## src/rtl/arilla_bus_pkg.sv

```systemverilog
// Shared types and helpers for the arilla bus arbiter.
package arilla_bus_pkg;

  typedef enum logic {
    IDLE = 1'b0,
    BUSY = 1'b1
  } arb_state_e;

  function automatic int unsigned arilla_word_addr_width(input int unsigned data_width,
                                                         input int unsigned address_width);
    return address_width - $clog2(data_width / 8);
  endfunction

endpackage

```

## src/rtl/arilla_rr_picker.sv

```systemverilog
// Rotate-priority encoder: picks the first active channel at or above pointer, wrapping.
module arilla_rr_picker #(
  parameter int unsigned Channels = 2,
  parameter int unsigned PtrW     = 1
) (
  input  logic [Channels-1:0] active,
  input  logic [PtrW-1:0]     pointer,
  output logic [Channels-1:0] winner,
  output logic                any
);

  logic found;

  // Upper half [pointer, Channels) first, then the wrapped lower half.
  always_comb begin
    winner = '0;
    found  = 1'b0;
    any    = |active;
    for (int unsigned i = 0; i < Channels; i++) begin
      if (!found && active[i] && (i >= 32'(pointer))) begin
        winner[i] = 1'b1;
        found     = 1'b1;
      end
    end
    for (int unsigned i = 0; i < Channels; i++) begin
      if (!found && active[i]) begin
        winner[i] = 1'b1;
        found     = 1'b1;
      end
    end
  end

endmodule

```

## src/rtl/arilla_bus_arbiter.sv

```systemverilog
// Round-robin N-initiator arbiter onto one arilla bus target; grant held per transaction.
// Optional bus timeout enabled by defining ARILLA_BUS_ARBITER_TIMEOUT_EN.
module arilla_bus_arbiter
  import arilla_bus_pkg::*;
#(
  parameter  int unsigned Channels           = 2,
  parameter  int unsigned DataWidth          = 32,
  parameter  int unsigned AddressWidth       = 32,
  parameter  int unsigned TimeoutCycles      = 256,
  localparam int unsigned ByteEnables        = DataWidth / 8,
  localparam int unsigned ActualAddressWidth = arilla_word_addr_width(DataWidth, AddressWidth)
) (
  input  logic                                       clk,
  input  logic                                       rst,
  input  logic [Channels-1:0][ActualAddressWidth-1:0] req_address,
  input  logic [Channels-1:0][DataWidth-1:0]          req_wdata,
  input  logic [Channels-1:0][ByteEnables-1:0]        req_byte_enable,
  input  logic [Channels-1:0]                         req_read,
  input  logic [Channels-1:0]                         req_write,
  output logic [Channels-1:0][DataWidth-1:0]          req_rdata,
  output logic [Channels-1:0]                         req_available,
  output logic [Channels-1:0]                         req_intercept,
  output logic [ActualAddressWidth-1:0]               bus_address,
  output logic [DataWidth-1:0]                        bus_wdata,
  output logic [ByteEnables-1:0]                      bus_byte_enable,
  output logic                                        bus_read,
  output logic                                        bus_write,
  input  logic [DataWidth-1:0]                        bus_rdata,
  input  logic                                        bus_available,
  input  logic                                        bus_intercept,
  output logic [Channels-1:0]                         grant,
  output logic                                        timeout
);

  localparam int unsigned PtrW = (Channels > 1) ? $clog2(Channels) : 1;

  arb_state_e                    state_q;
  logic [PtrW-1:0]               ptr_q;
  logic [Channels-1:0]           grant_q;
  logic [ActualAddressWidth-1:0] bus_address_q;
  logic [DataWidth-1:0]          bus_wdata_q;
  logic [ByteEnables-1:0]        bus_be_q;
  logic                          bus_read_q;
  logic                          bus_write_q;

  logic [Channels-1:0] active;
  logic [Channels-1:0] winner;
  logic                any;
  logic [PtrW-1:0]     win_idx;
  logic [PtrW-1:0]     grant_idx;
  logic [PtrW-1:0]     ptr_next;
  logic                expire;
  logic                done;

  always_comb active = req_read | req_write;

  arilla_rr_picker #(
    .Channels(Channels),
    .PtrW    (PtrW)
  ) u_picker (
    .active (active),
    .pointer(ptr_q),
    .winner (winner),
    .any    (any)
  );

  always_comb begin
    win_idx   = '0;
    grant_idx = '0;
    for (int unsigned i = 0; i < Channels; i++) begin
      if (winner[i])  win_idx   = PtrW'(i);
      if (grant_q[i]) grant_idx = PtrW'(i);
    end
    ptr_next = PtrW'((32'(grant_idx) + 32'd1) % Channels);
  end

`ifdef ARILLA_BUS_ARBITER_TIMEOUT_EN
  localparam int unsigned CntW = $clog2(TimeoutCycles + 1);

  logic [CntW-1:0] cnt_q;
  logic            timeout_q;

  // A target answer in the expiry cycle takes precedence over the timeout.
  always_comb expire = (state_q == BUSY) && !bus_available && (cnt_q == CntW'(TimeoutCycles - 1));

  always_ff @(posedge clk or posedge rst) begin
    if (rst) begin
      cnt_q     <= '0;
      timeout_q <= 1'b0;
    end else begin
      if ((state_q == BUSY) && !done) cnt_q <= cnt_q + 1'b1;
      else                            cnt_q <= '0;
      if (expire) timeout_q <= 1'b1;
    end
  end

  always_comb timeout = timeout_q;
`else
  always_comb expire  = 1'b0;
  always_comb timeout = 1'b0;
`endif

  always_comb done = (state_q == BUSY) && (bus_available || expire);

  always_ff @(posedge clk or posedge rst) begin
    if (rst) begin
      state_q       <= IDLE;
      ptr_q         <= '0;
      grant_q       <= '0;
      bus_address_q <= '0;
      bus_wdata_q   <= '0;
      bus_be_q      <= '0;
      bus_read_q    <= 1'b0;
      bus_write_q   <= 1'b0;
    end else begin
      case (state_q)
        IDLE: begin
          if (any) begin
            bus_address_q <= req_address[win_idx];
            bus_wdata_q   <= req_wdata[win_idx];
            bus_be_q      <= req_byte_enable[win_idx];
            // A simultaneous read+write is forwarded as a write.
            bus_write_q   <= req_write[win_idx];
            bus_read_q    <= req_read[win_idx] & ~req_write[win_idx];
            grant_q       <= winner;
            state_q       <= BUSY;
          end
        end
        BUSY: begin
          if (done) begin
            ptr_q       <= ptr_next;
            grant_q     <= '0;
            bus_read_q  <= 1'b0;
            bus_write_q <= 1'b0;
            state_q     <= IDLE;
          end
        end
        default: state_q <= IDLE;
      endcase
    end
  end

  always_comb begin
    req_available = '0;
    req_intercept = '0;
    req_rdata     = '0;
    if (done) begin
      req_available = grant_q;
      if (bus_available) begin
        req_intercept = grant_q & {Channels{bus_intercept}};
        for (int unsigned i = 0; i < Channels; i++) begin
          if (grant_q[i]) req_rdata[i] = bus_rdata;
        end
      end
    end
  end

  always_comb begin
    grant           = grant_q;
    bus_address     = bus_address_q;
    bus_wdata       = bus_wdata_q;
    bus_byte_enable = bus_be_q;
    bus_read        = bus_read_q;
    bus_write       = bus_write_q;
  end

endmodule

```

## config.mk

```make
export PLATFORM = sky130hd
export DESIGN_NAME = arilla_bus_arbiter
export DESIGN_NICKNAME = d
export VERILOG_FILES = /design/src/rtl/arilla_bus_pkg.sv /design/src/rtl/arilla_rr_picker.sv /design/src/rtl/arilla_bus_arbiter.sv
export SDC_FILE = /design/constraint.sdc
export NUM_CORES = 1
export LEC_CHECK = 0
export ABC_AREA = 1
export BUFFER_PORTS_ARGS = -buffer_cell sky130_fd_sc_hd__buf_2
export CORE_AREA = 3 3 120 122
export DETAILED_ROUTE_END_ITERATION = 8
export DIE_AREA = 0 0 123 125
export HOLD_SLACK_MARGIN = 0.05
export PLACE_DENSITY = 0.7
export SYNTH_ARGS = -nofsm -noshare
export SYNTH_HDL_FRONTEND = slang
export SYNTH_SLANG_ARGS = --single-unit
```

## constraint.sdc

```tcl
create_clock -name clk -period 2.2 [get_ports clk]
set_input_delay 0.22 -clock clk [delete_from_list [all_inputs] [get_ports clk]]
set_output_delay 0.22 -clock clk [all_outputs]
set_load 0.03 [all_outputs]
```

**After elaboration in Yosys (flattened, before gate mapping)**

Index checks and enable logic that the tools add are counted.

- Add/subtract/negate cells: 1
- $lt $le $gt $ge: 2
- Eq/ne operators: 2
- Muxes and demuxes: 36
- Bitwise logic cells: 5
- Reductions and logical operators: 12

Operators by type and width:

| cell | number |
|---|---|
| 32-bit 2-to-1 mux | 4 |
| 64-bit 2-to-1 mux | 2 |
| 30-bit 2-to-1 mux | 2 |
| 1-bit 2-to-1 mux | 17 |
| 2-bit 2-to-1 mux | 5 |
| 4-bit 2-to-1 mux | 2 |
| 1-bit case mux with 2 select lines | 3 |
| 2-bit AND reduction | 3 |
| 1-bit logical AND | 5 |
| 2-bit case mux with 2 select lines | 1 |
| 1-bit zero test | 3 |
| 2-bit AND | 1 |
| 1-bit by 2-bit less-than comparator with 1-bit output (second input constant) | 1 |
| 2-bit by 1-bit inequality test with 1-bit output (second input constant) | 1 |
| 2-bit inequality test (second input constant) | 1 |
| 1-bit inverter | 2 |
| 2-bit OR | 1 |
| 2-bit OR reduction | 1 |
| 1-bit adder (second input constant) | 1 |
| 1-bit AND | 1 |
| 1-bit greater-or-equal comparator (first input constant) | 1 |

- Register bits after elaboration: 72
- Bits of input ports: 172
- Output and inout bits: 139
- Logic and storage cells: 66

**Longest topological paths before layout**

- Word-level depth: 19
- Gate-level depth with buffers: 8
- Depth with buffers taken out: 6

**Modules after synthesis**

Synthesis repeated with hierarchy kept, for this count alone.

- Cell total of the unflattened synthesis: 581
- Area, all modules: 4070.2 um^2

Modules (own cells, without submodules):

| module | times used | cells an instance | area an instance (um^2) | seq. area each (um^2) |
|---|---|---|---|---|
| arilla_bus_arbiter | 1 | 575 | 4045.1 | 1801.7 |
| arilla_rr_picker | 1 | 6 | 25.0 | 0.0 |

**Least setup slack after synthesis**

OpenSTA, ideal clock, no wires.

- Path type: register to output
- Start: register grant_q[0] (netlist: grant[0])
- End: output req_rdata[23] (netlist name)
- Arrival time: 1290 ps
- Data required time: 1980 ps
- Setup slack: 690 ps
- Cell stages (with the launch flop): 4
- Path buffers: 1
- Cells stage by stage: dfrtp_1 > nand2_1 > buf_2 > nor2_1

RTL lines:

| item | RTL line | RTL |
|---|---|---|
| start, declared | arilla_bus_arbiter.sv:39 | `logic [Channels-1:0] grant_q;` |
| start signal, assigned | arilla_bus_arbiter.sv:125 | `grant_q <= winner;` |
| end, declared | arilla_bus_arbiter.sv:20 | `output logic [Channels-1:0][DataWidth-1:0] req_rdata,` |

==> metrics <==
status=complete, no violations; ranking of synthesized cells by area=dfrtp_1 (39%), nand3_1 (22%), inv_1 (14%), nand2_1 (12%), nor2_1 (5.5%); critical path's largest stage delay=0.43 ns; Final Max Slew Viols=0; HP Class=input port to flip-flop; H-tree levels=3; Power, Total=9.173 mW; Reg power frac=0.261; Synth top area share=0.3879; Reg clk slew, reported paths=0.06 ns; CP max stage cell=dfrtp_1; CTS Buf Count=9; stages on the worst setup path=5; critical path endpoint category=output pin; Resized cells post-CTS=0; clock network power share=0.189; final WL=17330 µm; worst skew pair latency=0.33 ns; CP Class=flip-flop to output pin; IO Pins=311; Root Buffer=clkbuf_16; synth warn=0; Core Area=0.01330 mm²; row cnt=42; post-DP HPWL=12850 µm; Layout area overhead=43.27%; Total Routing Usage GR=0.2157; syn_nets=895; Cell Area, Synth=0.004644 mm²; wire per inst=14.56 µm; Max Freq=0.4791 GHz; Vias/cell=4.699; area leader, netlist=dfrtp_1; Slew HR=0.3910; Slew @ Worst Pin=0.9100 ns; R2R Path Start=ptr_q; Final nets=1181; RSZ-0062 raised after global routing=no; Period minus WS final=2.087 ns; share of cells above drive strength 1=0.3432; Reg2Reg Setup Slack=0.66 ns; setup violators final=0; final hold violations=0; Yosys reg bits=72; first-pass GRT wire length=26230 µm; largest net degree at the start of global routing=73; Switching Fraction=0.4987; vias in the first global route=5263; clk sinks=72; Hold Slack=0.09088 ns; total die area=0.01538 mm²; sequential share of the synthesized area=0.3879; switching power=4.574 mW; CTS tree=built; Clock Skew=0.004971 ns; fin crit share=0.9488; Worst Path Buf+Inv=2; # fillers=1365; Final TNS setup=0 ns; Power Internal=4.599 mW; DRT antenna net count=0; crit path from=state_q; DR vias=5592; Die H=125 µm; syn_area_per_cell=6.424 µm²; CP Cell Sequence=nand2_1 > inv_1 > nand2_1 > nor2_1 > buf_2; Critical path destination=req_rdata[55]; initial antenna violation count=0; Post-Synthesis Cells=723; 1st-pass router iterations=4; Initial Util=0.3493; Residual DRC=0; Critical Path RT=1.98 ns; FF-to-FF path depth=6; P_leak=4.448 nW; crit path DAT=1.87 ns; crit path max fanout=6; die width=123 µm; diode count=0; CTS max path bufs=2; DRT iter0 DRCs=303; GPL Wtd Cong=0.8249; synth unique cells=17; Worst path most repeated cell=nand2_1; GRT overflow=0; count of input and output buffers=309; pwr/cell area=1379 mW/mm²; Startpoint Class=flip-flop; VDD IR max=0.5725 mV; MaxCap Viol Count=0; Reg2Reg Capture Point=bus_wdata[28]; combinational share of power=0.550; critical path's top delay family=simple AND/OR/NAND/NOR gates
-- synth_stat cells --
master    count
o21ai_1       1
o21ai_2       3
buf_1         1
dfrtp_1      72
clkbuf_1      4
nand3_1     205
buf_4         7
buf_2        31
inv_2         1
nand2_2       1
nor2_1       68
buf_6         7
nand2_1     145
a21oi_1       1
inv_1       174
conb_1        1
a21oi_2       1
-- layout by cell type (no fill, tap or decap), drive strengths merged --
cell,count
nor2,68
clkinvlp,1
dlygate4sd3,1
dfrtp,72
bufinv,3
buf,324
a21oi,2
nand3,205
nand2,146
clkinv,1
conb,1
clkbuf,11
inv,175
o21ai,4
-- logic make-up (layout without fill, tap and decap cells) --
logic type      after synthesis  count (layout)  share of synthesized area
other cells                   1               1                  0.0008074
compound gates                6               6                   0.009698
simple gates                419             419                     0.3944
flops                        72              72                     0.3879
buf+inv                     225             516                     0.2072
-- registers in the layout (all words and copies together) (netlist names) --
| name | count |
|---|---|
| bus_address | 30 |
| bus_byte_enable | 4 |
| bus_read | 1 |
| bus_wdata | 32 |
| bus_write | 1 |
| grant | 2 |
| ptr_q | 1 |
| state_q | 1 |
-- power by group through the flow --
stage / combinational (mW) / sequential (mW) / clock [mW]
6_report: 5.05 / 2.39 / 1.74
2_1_floorplan: 2.28 / 3.64 / 0
4_1_cts: 5.13 / 2.39 / 1.77
3_3_place_gp: 5.08 / 2.38 / 0
3_5_place_dp: 5.14 / 2.38 / 0
5_1_grt: 5.54 / 2.47 / 1.83
-- per-stage QoR --
| step | instances | setup WS (ns) | utilization | area, µm² |
|---|---|---|---|---|
| global route | 1190 | 0.04677 | 0.5005 | 6654 |
| detailed placement | 1173 | 0.3492 | 0.4730 | 6289 |
| floorplan | 723 | 0.1551 | - | 4644 |
| finish | 1190 | 0.1126 | 0.5005 | 6654 |
| CTS | 1190 | 0.1163 | 0.5005 | 6654 |
| global placement | 1173 | 0.4171 | 0.4730 | 6289 |
-- worst min path at each step --
stage | depth (start not counted) | start | endpoint
global placement | 3 | rst | bus_address[26]
detailed placement | 3 | rst | bus_address[26]
global route | 2 | bus_available | state_q
floorplan | 1 | bus_available | state_q
CTS | 2 | bus_available | state_q
finish | 2 | bus_available | state_q
-- layer usage --
layer	up-vias	wire length, µm	share of wire	track usage
met4	0	484	0.028	0.08208
met5	-	0	0	0
met1	2556	6825	0.39	0.2520
li1	2739	-	-	-
met3	39	1466	0.085	0.04788
met2	258	8553	0.49	0.3812
-- timing repair --
item / 4_1_cts / 5_1_grt
buffers inserted: 0 / 0
setup endpoints to repair: 0 / 0
hold endpoints to repair: 72 / 0
hold buffers: 1 / 0
-- final cells by class --
type	instances	area [µm²]	share of cell area
clock inverters	5	102.6	0.01542
flip-flops and latches	72	1802	0.2708
repair buffers	325	1707	0.2565
clock buffers	11	252.7	0.03798
inverters	175	656.9	0.09872
well taps	176	220.2	0.03310
multi-input cells	426	1913	0.2875
(Power assumes the default switching activity.)
